==> src/rtl/vga_grid_renderer_if.sv <==
// Display-memory read port between vga_grid_renderer (master) and the memory (slave).
interface vga_grid_renderer_if #(
    parameter int unsigned ADDR_WIDTH = 10,
    parameter int unsigned DATA_WIDTH = 16
) ();
    logic [ADDR_WIDTH-1:0] mem_addr;
    logic [DATA_WIDTH-1:0] mem_data;

    modport master (output mem_addr, input mem_data);
    modport slave  (input mem_addr, output mem_data);
endinterface

==> src/rtl/vga_grid_renderer.sv <==
// Memory-view VGA renderer: H/V timing, word addressing, latency-aligned colour stage.
// Define CURSOR_EN to add cursor_addr and the blinking highlight of that word.
module vga_grid_renderer #(
    parameter int unsigned H_ACTIVE                = 640,
    parameter int unsigned H_FP                    = 16,
    parameter int unsigned H_SYNC                  = 96,
    parameter int unsigned H_BP                    = 48,
    parameter int unsigned V_ACTIVE                = 480,
    parameter int unsigned V_FP                    = 10,
    parameter int unsigned V_SYNC                  = 2,
    parameter int unsigned V_BP                    = 33,
    parameter int unsigned PIX_DIV                 = 2,
    parameter bit          SYNC_ACTIVE_LOW         = 1'b1,
    parameter int unsigned DATA_WIDTH              = 16,
    parameter int unsigned BITS_PER_MEMORY_PIXEL_X = 4,
    parameter int unsigned BITS_PER_MEMORY_PIXEL_Y = 4,
    parameter int unsigned GRID_X_END              = 512,
    parameter int unsigned GRID_Y_END              = 384,
    parameter int unsigned ADDR_WIDTH              = 10,
    parameter int unsigned READ_LATENCY            = 2
`ifdef CURSOR_EN
    ,
    parameter int unsigned BLINK_FRAMES            = 30
`endif
) (
    input  logic                  CLK_50,
    input  logic                  RESET,
    input  logic [1:0]            mode,
    vga_grid_renderer_if.master   mem,
    input  logic                  overlay_request,
    input  logic [7:0]            overlay_rgb,
    output logic [9:0]            pixel_x,
    output logic [9:0]            pixel_y,
    output logic [2:0]            RED,
    output logic [2:0]            GREEN,
    output logic [1:0]            BLUE,
    output logic                  h_sync,
    output logic                  v_sync,
    output logic                  frame_start
`ifdef CURSOR_EN
    ,
    input  logic [ADDR_WIDTH-1:0] cursor_addr
`endif
);

    localparam int unsigned H_TOTAL       = H_ACTIVE + H_FP + H_SYNC + H_BP;
    localparam int unsigned V_TOTAL       = V_ACTIVE + V_FP + V_SYNC + V_BP;
    localparam logic [9:0]  H_LAST        = 10'(H_TOTAL - 1);
    localparam logic [9:0]  V_LAST        = 10'(V_TOTAL - 1);
    localparam logic [9:0]  H_ACT         = 10'(H_ACTIVE);
    localparam logic [9:0]  V_ACT         = 10'(V_ACTIVE);
    localparam logic [9:0]  HS_FIRST      = 10'(H_ACTIVE + H_FP);
    localparam logic [9:0]  HS_LAST       = 10'(H_ACTIVE + H_FP + H_SYNC - 1);
    localparam logic [9:0]  VS_FIRST      = 10'(V_ACTIVE + V_FP);
    localparam logic [9:0]  VS_LAST       = 10'(V_ACTIVE + V_FP + V_SYNC - 1);
    localparam logic [9:0]  GRID_X        = 10'(GRID_X_END);
    localparam logic [9:0]  GRID_Y        = 10'(GRID_Y_END);
    localparam int unsigned PPW           = DATA_WIDTH << BITS_PER_MEMORY_PIXEL_X;
    localparam int unsigned PPW_LOG2      = $clog2(PPW);
    localparam int unsigned WORDS_PER_ROW = GRID_X_END / PPW;
    localparam int unsigned DW_LOG2       = $clog2(DATA_WIDTH);
    localparam logic [DW_LOG2-1:0] TOP_BIT = DW_LOG2'(DATA_WIDTH - 1);
    localparam logic [9:0]  WORD_MASK     = 10'((1 << (BITS_PER_MEMORY_PIXEL_X + 4)) - 1);
    localparam logic [9:0]  BYTE_MASK     = 10'((1 << (BITS_PER_MEMORY_PIXEL_X + 3)) - 1);
    localparam logic [9:0]  PIX_X_MASK    = 10'((1 << BITS_PER_MEMORY_PIXEL_X) - 1);
    localparam logic [9:0]  PIX_Y_MASK    = 10'((1 << BITS_PER_MEMORY_PIXEL_Y) - 1);
    localparam int unsigned DIV_W         = (PIX_DIV > 1) ? $clog2(PIX_DIV) : 1;
    localparam logic [DIV_W-1:0] DIV_LAST = DIV_W'(PIX_DIV - 1);

    typedef struct packed {
`ifdef CURSOR_EN
        logic [ADDR_WIDTH-1:0] addr;
`endif
        logic [9:0] x;
        logic [9:0] y;
        logic       act;
        logic       hs;
        logic       vs;
    } stage_t;

    logic [DIV_W-1:0]      div_cnt;
    logic                  tick;
    logic [9:0]            h_cnt, v_cnt, h_nxt, v_nxt;
    logic [ADDR_WIDTH-1:0] addr_nxt;
    logic                  nxt_in_grid;
    stage_t                cur, al;
    stage_t                pipe [READ_LATENCY];
    logic [7:0]            colour_nxt;
    logic [2:0]            bar_idx;
    logic [DW_LOG2-1:0]    bit_pos;
    logic                  mem_bit, in_grid, at_origin, origin_q;

    assign tick = (div_cnt == DIV_LAST);

    always_comb begin
        h_nxt = h_cnt;
        v_nxt = v_cnt;
        if (tick) begin
            if (h_cnt == H_LAST) begin
                h_nxt = '0;
                v_nxt = (v_cnt == V_LAST) ? '0 : v_cnt + 10'd1;
            end else begin
                h_nxt = h_cnt + 10'd1;
            end
        end
        nxt_in_grid = (h_nxt < GRID_X) && (v_nxt < GRID_Y);
        addr_nxt    = ADDR_WIDTH'(32'(v_nxt >> BITS_PER_MEMORY_PIXEL_Y) * WORDS_PER_ROW
                                  + 32'(h_nxt >> PPW_LOG2));
    end

    // mem_addr is registered from the next counter value so it lines up with h_cnt/v_cnt.
    always_ff @(posedge CLK_50) begin
        if (RESET) begin
            div_cnt      <= '0;
            h_cnt        <= '0;
            v_cnt        <= '0;
            mem.mem_addr <= '0;
        end else begin
            div_cnt <= tick ? '0 : div_cnt + 1'b1;
            h_cnt   <= h_nxt;
            v_cnt   <= v_nxt;
            if (nxt_in_grid)
                mem.mem_addr <= addr_nxt;
        end
    end

    always_comb begin
        cur     = '0;
        cur.x   = h_cnt;
        cur.y   = v_cnt;
        cur.act = (h_cnt < H_ACT) && (v_cnt < V_ACT);
        cur.hs  = (h_cnt >= HS_FIRST) && (h_cnt <= HS_LAST);
        cur.vs  = (v_cnt >= VS_FIRST) && (v_cnt <= VS_LAST);
`ifdef CURSOR_EN
        cur.addr = mem.mem_addr;
`endif
    end

    always_ff @(posedge CLK_50) begin
        if (RESET) begin
            for (int unsigned i = 0; i < READ_LATENCY; i++)
                pipe[i] <= '0;
        end else begin
            pipe[0] <= cur;
            for (int unsigned i = 1; i < READ_LATENCY; i++)
                pipe[i] <= pipe[i-1];
        end
    end

    assign al      = pipe[READ_LATENCY-1];
    assign pixel_x = al.x;
    assign pixel_y = al.y;

`ifdef CURSOR_EN
    localparam int unsigned BF_W = (BLINK_FRAMES > 1) ? $clog2(BLINK_FRAMES) : 1;
    localparam logic [BF_W-1:0] BF_LAST = BF_W'(BLINK_FRAMES - 1);
    logic [BF_W-1:0] frame_cnt;
    logic            blink_phase;

    // Phase flips at the counter wrap; the aligned stage is then in blanking, so no tear.
    always_ff @(posedge CLK_50) begin
        if (RESET) begin
            frame_cnt   <= '0;
            blink_phase <= 1'b0;
        end else if (tick && h_cnt == H_LAST && v_cnt == V_LAST) begin
            if (frame_cnt == BF_LAST) begin
                frame_cnt   <= '0;
                blink_phase <= ~blink_phase;
            end else begin
                frame_cnt <= frame_cnt + 1'b1;
            end
        end
    end
`endif

    always_comb begin
        colour_nxt = '0;
        bar_idx    = 3'((32'(al.x) * 32'd8) / H_ACTIVE);
        bit_pos    = DW_LOG2'(al.x >> BITS_PER_MEMORY_PIXEL_X);
        mem_bit    = mem.mem_data[TOP_BIT - bit_pos];
        in_grid    = (al.x < GRID_X) && (al.y < GRID_Y);
        at_origin  = al.act && (al.x == '0) && (al.y == '0);
        if (al.act) begin
            case (mode)
                2'b01: colour_nxt = 8'b111_000_00;
                2'b10: colour_nxt = {{3{bar_idx[2]}}, {3{bar_idx[1]}}, {2{bar_idx[0]}}};
                default: begin
                    if (!in_grid)
                        colour_nxt = overlay_request ? overlay_rgb : 8'b000_001_00;
                    else if (mode == 2'b00 && (al.x & WORD_MASK) == '0)
                        colour_nxt = 8'b000_000_11;
                    else if (mode == 2'b00 && (al.x & BYTE_MASK) == '0)
                        colour_nxt = 8'b000_000_01;
                    else if (mode == 2'b00 && ((al.x & PIX_X_MASK) == '0 || (al.y & PIX_Y_MASK) == '0))
                        colour_nxt = 8'b111_000_00;
                    else if (mem_bit)
                        colour_nxt = 8'b111_111_11;
`ifdef CURSOR_EN
                    else if (blink_phase && al.addr == cursor_addr)
                        colour_nxt = 8'b111_111_00;
`endif
                    else
                        colour_nxt = 8'b001_001_01;
                end
            endcase
        end
    end

    always_ff @(posedge CLK_50) begin
        if (RESET) begin
            {RED, GREEN, BLUE} <= '0;
            h_sync             <= SYNC_ACTIVE_LOW;
            v_sync             <= SYNC_ACTIVE_LOW;
            frame_start        <= 1'b0;
            origin_q           <= 1'b0;
        end else begin
            {RED, GREEN, BLUE} <= colour_nxt;
            h_sync             <= al.hs ^ SYNC_ACTIVE_LOW;
            v_sync             <= al.vs ^ SYNC_ACTIVE_LOW;
            frame_start        <= at_origin && !origin_q;
            origin_q           <= at_origin;
        end
    end

endmodule

==> src/flat_wrapper.sv <==
// flat-port wrapper written by rule: the top's interface ports become plain ports
module vga_grid_renderer_flat 
#(
    parameter int unsigned H_ACTIVE                = 640,
    parameter int unsigned H_FP                    = 16,
    parameter int unsigned H_SYNC                  = 96,
    parameter int unsigned H_BP                    = 48,
    parameter int unsigned V_ACTIVE                = 480,
    parameter int unsigned V_FP                    = 10,
    parameter int unsigned V_SYNC                  = 2,
    parameter int unsigned V_BP                    = 33,
    parameter int unsigned PIX_DIV                 = 2,
    parameter bit          SYNC_ACTIVE_LOW         = 1'b1,
    parameter int unsigned DATA_WIDTH              = 16,
    parameter int unsigned BITS_PER_MEMORY_PIXEL_X = 4,
    parameter int unsigned BITS_PER_MEMORY_PIXEL_Y = 4,
    parameter int unsigned GRID_X_END              = 512,
    parameter int unsigned GRID_Y_END              = 384,
    parameter int unsigned ADDR_WIDTH              = 10,
    parameter int unsigned READ_LATENCY            = 2

)
  (CLK_50, RESET, mode, overlay_request, overlay_rgb, pixel_x, pixel_y, RED, GREEN, BLUE, h_sync, v_sync, frame_start, mem_mem_addr, mem_mem_data);
  vga_grid_renderer_if #(.ADDR_WIDTH(ADDR_WIDTH), .DATA_WIDTH(DATA_WIDTH)) mem_i ();
  input  logic CLK_50;
  input  logic RESET;
  input  logic [1:0] mode;
  input  logic overlay_request;
  input  logic [7:0] overlay_rgb;
  output logic [9:0] pixel_x;
  output logic [9:0] pixel_y;
  output logic [2:0] RED;
  output logic [2:0] GREEN;
  output logic [1:0] BLUE;
  output logic h_sync;
  output logic v_sync;
  output logic frame_start;
  output wire logic [$bits(mem_i.mem_addr)-1:0] mem_mem_addr;
  input wire logic [$bits(mem_i.mem_data)-1:0] mem_mem_data;
  assign mem_mem_addr = mem_i.mem_addr;
  assign mem_i.mem_data = mem_mem_data;
  vga_grid_renderer #(.H_ACTIVE(H_ACTIVE), .H_FP(H_FP), .H_SYNC(H_SYNC), .H_BP(H_BP), .V_ACTIVE(V_ACTIVE), .V_FP(V_FP), .V_SYNC(V_SYNC), .V_BP(V_BP), .PIX_DIV(PIX_DIV), .SYNC_ACTIVE_LOW(SYNC_ACTIVE_LOW), .DATA_WIDTH(DATA_WIDTH), .BITS_PER_MEMORY_PIXEL_X(BITS_PER_MEMORY_PIXEL_X), .BITS_PER_MEMORY_PIXEL_Y(BITS_PER_MEMORY_PIXEL_Y), .GRID_X_END(GRID_X_END), .GRID_Y_END(GRID_Y_END), .ADDR_WIDTH(ADDR_WIDTH), .READ_LATENCY(READ_LATENCY)) u_core (.CLK_50(CLK_50), .RESET(RESET), .mode(mode), .mem(mem_i), .overlay_request(overlay_request), .overlay_rgb(overlay_rgb), .pixel_x(pixel_x), .pixel_y(pixel_y), .RED(RED), .GREEN(GREEN), .BLUE(BLUE), .h_sync(h_sync), .v_sync(v_sync), .frame_start(frame_start));
endmodule
==> config.mk <==
export PLATFORM = sky130hd
export DESIGN_NAME = vga_grid_renderer_flat
export DESIGN_NICKNAME = d
export VERILOG_FILES = /design/src/rtl/vga_grid_renderer_if.sv /design/src/rtl/vga_grid_renderer.sv /design/src/flat_wrapper.sv
export SDC_FILE = /design/constraint.sdc
export NUM_CORES = 1
export LEC_CHECK = 0
export ABC_AREA = 1
export CAP_MARGIN = 10
export CORE_UTILIZATION = 57
export DETAILED_ROUTE_END_ITERATION = 12
export PLACE_DENSITY = 0.85
export SYNTH_ARGS = -nofsm -noshare
export SYNTH_HDL_FRONTEND = slang
export SYNTH_SLANG_ARGS = --single-unit
==> constraint.sdc <==
create_clock -name CLK_50 -period 7.2 [get_ports CLK_50]
set_clock_uncertainty 0.2 [all_clocks]
set_input_delay 0.72 -clock CLK_50 [delete_from_list [all_inputs] [get_ports CLK_50]]
set_output_delay 0.72 -clock CLK_50 [all_outputs]
set_load 0.05 [all_outputs]
==> results by group, run 1 <==
Outcome
  • Outcome: finished clean

Detailed routing
  • Via count: 3421
  • Number of remaining DRC errors: 0
  • WL final: 8380 um
  • Wire length per cell: 12.5 um
  • DR iter-0 viols: 165
  • Via/cell ratio: 5.09
  • DR pass1 iterations: 4
  • Antenna viol nets, final: 0

Power
  • Cell leakage power: 2.06 nW
  • PD cells: 183 mW/mm^2
  • Design Power: 0.887 mW
  • VDD IR max: 0.193 mV

Timing
  • Min Hold Slack: 0.169 ns
  • Final min period: 2.82 ns
  • RSZ-0062 raised after global routing: false
  • Setup TNS: 0 ns
  • Setup Viol. Count Final: 0
  • Slew headroom: 38.8%
  • Setup WS post-layout: 4.38 ns
  • FMAX: 355 MHz
  • Final number of hold-violating endpoints: 0
  • Part of the cycle the worst path needs: 39.2%
  • Worst slew pin tran: 0.917 ns
  • Final Max Tran Viols: 0

Setup path
  • Critical path class: register to output pin
  • CP endpoint kind: output pin
  • Crit path DAT: 1.90 ns
  • RR Endpoint: u_core.BLUE[1]
  • Startpoint Class: register
  • Largest delay share family, worst path: buffers and inverters
  • Cells on worst reg2reg path: 16
  • CP cell instances: clkdlybuf4s50_1
  • Largest stage delay, worst path: 0.90 ns
  • Crit-path max FO: 10
  • WP buf/inv: 1
  • Worst path required time: 6.28 ns
  • Worst r2r src: u_core.pipe[0][43]
  • Reg2Reg Setup Slack: 4.44 ns
  • Slowest CP cell: clkdlybuf4s50_1

Worst hold path
  • Hold EP: u_core.v_sync
  • Hold Path Depth: 1
  • Hold path start: u_core.pipe[0][23]
  • Min-delay worst type: register to register

Logic synthesis
  • Post-synthesis cell count: 524
  • Average size of a mapped cell: 7.73 um^2
  • Netlist cell types: 48
  • Synth async-reset ratio: 0%
  • Ys Warns: 0
  • Mapped Area: 0.00405 mm^2
  • EDFF count, synth: 0
  • Synth Flop Type: dfxtp_1
  • Yosys reg bits: 87
  • Register area share after synthesis: 43.0%

Global routing
  • Initial antenna violation count: 0
  • Total gr overflow: 0
  • Total Routing Usage GR: 24.3%
  • First-pass GRT wire length: 14200 um
  • Pin count of the biggest net entering global routing: 57
  • Vias in the first global route: 3292

Finish
  • NumNets Final: 611
  • Final core utilization: 70.8%
  • Layout area overhead: 19.4%
  • Layout filler cell count: 548
  • Share of cells above drive strength 1: 9.55%
  • Reg area: 0.00174 mm^2
  • Area occupied by multi-input gates: 0.00178 mm^2
  • ANT cells: 0
  • Most frequent cells in the layout: 87 x nor2_1, 87 x dfxtp_1, 80 x inv_1, 80 x nand2_1, 66 x clkdlybuf4s50_1

Placement
  • Final Wtd Congestion: 0.973
  • Port bufs: 67
  • HPWL Detailed: 6140 um
  • DP Worst Slack: 4.27 ns

Die
  • Die ar.: 0.00745 mm^2
  • Starting Density: 59.3%
  • Die Height: 86.3 um
  • IO Pins: 70
  • DIE WIDTH: 86.3 um
  • Core area: 0.00683 mm^2
  • FP Rows: 30

CTS
  • H-tree Lvls: 3
  • TritonCTS clock tree: built
  • Postcts setup bufs: 0
  • CTS max path bufs: 2
  • Clk sinks: 87
  • Clk Latency, worst-skew pair: 0.36 ns
  • Hold_buf cts: 0
  • Clock slew at reported path FFs: 0.09 ns
  • Post-CTS Resized: 0
  • TritonCTS Buffers: 9
  • Root Driver: clkbuf_8

Job
  • Max-Cap Viols: 0
==> logic make-up (layout without fill, tap and decap cells) <==
family	count (synthesis)	count (layout)	synth area share (%)
fa+ha+maj	11	11	3.40
compound gates	49	49	8.50
flops	87	87	43.0
xor+xnor	9	9	2.13
simple gates	250	250	29.8
other cells	1	2	0.0926
buf+inv	117	168	13.0
==> sequential cells by signal (all words and copies together), names as in the netlist <==
register / count
u_core.pipe: 46
u_core.h_cnt: 10
u_core.v_cnt: 10
u_core.mem.mem_addr: 8
u_core.GREEN: 3
u_core.RED: 3
u_core.BLUE: 2
u_core.div_cnt: 1
u_core.frame_start: 1
u_core.h_sync: 1
u_core.origin_q: 1
u_core.v_sync: 1
==> per-layer routing <==
| layer | track usage (%) | vias up | part of all wire, % |
|---|---|---|---|
| met2 | 42.9 | 114 | 49 |
| met1 | 27.4 | 1554 | 42 |
| met5 | 0 | - | 0 |
| met3 | 4.86 | 29 | 4.9 |
| met4 | 13.6 | 0 | 3.5 |
| li1 | - | 1724 | - |
==> report_power, final <==
part / switching (mW) / internal (mW) / total [mW]
registers: 0.00216 / 0.485 / 0.487
logic: 0.0317 / 0.0232 / 0.0549
clock network: 0.180 / 0.165 / 0.345
==> final cells by class <==
type	count	share of cell area (%)
tap	96	2.48
clock inverter	7	1.66
clock buffer	9	2.56
inverter	85	6.60
sequential	87	36.0
timing repair buffer	67	13.8
multi-input combinational	321	36.9
==> metrics by stage <==
step                area, um^2  cells
finish                    4830    672
global route              4830    672
detailed placement        4630    656
CTS                       4830    672
global placement          4630    656
floorplan                 4050    525
==> synthesized netlist by cell type, drive strengths merged, types with 2 or more instances <==
master	count	area (um^2)
xnor2	3	26.3
ha	11	138
buf	30	201
nand2	88	355
clkbuf	2	7.51
o21bai	2	30.0
nor4	6	52.6
nor3b	3	22.5
nand3b	2	27.5
o31ai	2	15.0
xor2	6	60.1
o2111ai	2	17.5
nor3	10	60.1
a22oi	5	37.5
nand4	10	68.8
nor2	96	403
inv	85	319
a21oi	16	98.9
o21a	3	22.5
a211oi	3	22.5
nand3	33	205
dfxtp	87	1740
o21ai	11	55.1
==> worst max-delay path by stage <==
stage | end | from | slack, ns | cells after the start
after floorplan | u_core.BLUE[0] | u_core.pipe[0][43] | 4.79 | 15
after global placement | u_core.frame_start | RESET | 4.36 | 6
after detailed placement | u_core.frame_start | RESET | 4.27 | 6
after CTS | pixel_x[9] | u_core.pipe[0][45] | 4.36 | 1
after global routing | u_core.mem.mem_addr[5] | u_core.div_cnt | 4.18 | 14
final | pixel_x[9] | u_core.pipe[0][45] | 4.38 | 1
Power figures use the tool's default switching activity.
==> run 2, diff against run 1 <==
- CORE_UTILIZATION: 57 -> 53
- PLACE_DENSITY: 0.85 -> 0.8
- clock period: 7.2 -> 2.8 ns (I/O delays scaled with it)
==> results by group, run 2 (synthesis gave the netlist of run 1 again) <==
Outcome
  • Outcome: finished clean

Power
  • Share of power burned in registers: 52.8%
  • Combinational share of power: 6.1%
  • PD cells: 483 mW/mm^2
  • Switching Fraction: 23.2%
  • Cell leakage power: 2.09 nW
  • VDD IR max: 0.272 mV
  • Psw: 0.549 mW
  • Pint: 1.82 mW
  • Clock share of power: 41.1%

Setup path
  • Reg2Reg Setup Slack: 0.20 ns
  • CP cell instances: ha_1, nand2_1, nor2_2, nand4_2, nor2_4, nand2_2, nor2_4, xor2_2, nor2_1, ha_1, ha_1, nand3_1, xnor2_1, nand2_1, nand2_1
  • Slowest CP cell: dfxtp_1
  • Critical path class: register to register
  • Largest stage delay, worst path: 0.37 ns
  • CP endpoint kind: register
  • WP buf/inv: 0
  • Cells on worst reg2reg path: 15
  • Largest delay share family, worst path: simple AND/OR/NAND/NOR gates
  • RR Endpoint: u_core.mem.mem_addr[5]
  • Crit path DAT: 2.70 ns
  • Worst r2r src: u_core.h_cnt[0]
  • Startpoint Class: register
  • Crit-path max FO: 4
  • Worst path required time: 2.91 ns

Die
  • FP Rows: 31
  • Die ar.: 0.00800 mm^2
  • Die Height: 89.4 um
  • DIE WIDTH: 89.4 um
  • Core area: 0.00733 mm^2
  • IO Pins: 70
  • Starting Density: 55.2%

Placement
  • DP Worst Slack: 0.192 ns
  • HPWL Detailed: 6100 um
  • Inst Count DP: 663
  • Port bufs: 67
  • Final Wtd Congestion: 0.915

Finish
  • ANT cells: 0
  • Layout filler cell count: 584
  • Share of cells above drive strength 1: 10.7%
  • Final core utilization: 67.0%
  • Commonest non-fill, non-tap cell in the layout: nor2_1
  • Layout area overhead: 21.3%
  • NumNets Final: 615
  • Max FFs per register: 46
  • Most frequent cells in the layout: 87 x nor2_1, 86 x dfxtp_1, 80 x inv_1, 80 x nand2_1, 66 x clkdlybuf4s50_1
  • Count of non-filler cells in the finished layout: 679
  • Reg area: 0.00174 mm^2
  • Area occupied by multi-input gates: 0.00180 mm^2
  • Most flops, register: u_core.pipe
  • Largest registers: u_core.pipe (46), u_core.h_cnt (10), u_core.v_cnt (10)

CTS
  • TritonCTS Buffers: 9
  • Root Driver: clkbuf_8
  • Clk Latency, worst-skew pair: 0.36 ns
  • Hold_buf cts: 0
  • TritonCTS clock tree: built
  • H-tree Lvls: 3
  • Clock slew at reported path FFs: 0.09 ns
  • Clk sinks: 87
  • CTS max path bufs: 2

Timing
  • RSZ-0062 raised after global routing: true
  • Slew headroom: 64.5%
  • Worst slew pin tran: 0.527 ns
  • Final min period: 2.60 ns
  • Part of the cycle the worst path needs: 92.7%
  • Setup WS post-layout: 0.204 ns
  • Final number of hold-violating endpoints: 0
  • Setup TNS: 0 ns
  • Setup Viol. Count Final: 0
  • Final Max Tran Viols: 0
  • FMAX: 385 MHz

Global routing
  • Total Routing Usage GR: 21.9%
  • Initial antenna violation count: 0
  • Total gr overflow: 0
  • First-pass GRT wire length: 13400 um
  • Pin count of the biggest net entering global routing: 56
  • Vias in the first global route: 3084

Detailed routing
  • DR iter-0 viols: 145
  • Wire length per cell: 12.1 um
  • WL final: 8180 um
  • DR pass1 iterations: 4
  • Via count: 3351
  • Antenna viol nets, final: 0
  • Number of remaining DRC errors: 0
  • Via/cell ratio: 4.94

Worst hold path
  • Hold Path Depth: 4
  • Hold EP: u_core.v_sync
  • Hold path start: RESET
  • Min-delay worst type: primary input to register

Job
  • Max-Cap Viols: 0
run 2: what timing repair did:
item                                    CTS  global route
setup buffers                             0             0
gates resized for setup                   0             4
endpoints found under the setup margin    0             4
run 2: worst max-delay path by stage:
stage                  startpoint                endpoint  slack, ns  cells past startpoint
3_5_place_dp   u_core.pipe[0][44]          u_core.BLUE[0]       0.19                     16
4_1_cts        u_core.pipe[0][44]          u_core.BLUE[0]       0.17                     16
2_1_floorplan  u_core.pipe[0][43]          u_core.BLUE[0]       0.39                     15
6_report          u_core.h_cnt[0]  u_core.mem.mem_addr[5]       0.20                     15
3_3_place_gp   u_core.pipe[0][44]          u_core.BLUE[1]       0.30                     15
5_1_grt           u_core.h_cnt[1]  u_core.mem.mem_addr[5]       0.02                     15
run 2: tightest hold or removal path, cell delays in order:
cell     delay (ns)
buf_2          0.09
inv_1          0.03
buf_4          0.18
nand2_1        0.07
run 2: layout make-up:
| class | count | share of cell area, % |
|---|---|---|
| Inverter | 85 | 6.50 |
| Clock buffer | 9 | 2.52 |
| Sequential cell | 87 | 35.5 |
| Timing Repair Buffer | 71 | 14.2 |
| Clock inverter | 7 | 2.11 |
| Multi-Input combinational cell | 321 | 36.7 |
| Tap cell | 99 | 2.52 |
run 2: per-stage QoR:
| step | hold slack, ns | instance area [um^2] | power, mW |
|---|---|---|---|
| final | 0.120 | 4910 | 2.37 |
| after detailed placement | 0.157 | 4660 | 1.42 |
| after floorplan | 0.152 | 4050 | 1.36 |
| after global placement | 0.155 | 4660 | 1.42 |
| after global routing | 0.135 | 4910 | 2.46 |
| after CTS | 0.109 | 4890 | 2.39 |
run 2: per-layer routing:
metal	GRT usage (%)	wire, um	up-vias
met3	5.08	449	13
li1	-	-	1727
met5	0	0	-
met2	38.8	3950	97
met1	25.2	3630	1514
met4	9.52	155	0
run 2: power by group through the flow:
stage | clock (mW) | combinational [mW] | sequential, mW
4_1_cts | 0.994 | 0.144 | 1.25
3_3_place_gp | 0 | 0.140 | 1.28
3_5_place_dp | 0 | 0.142 | 1.28
6_report | 0.976 | 0.144 | 1.25
2_1_floorplan | 0 | 0.0692 | 1.29
5_1_grt | 1.05 | 0.158 | 1.25
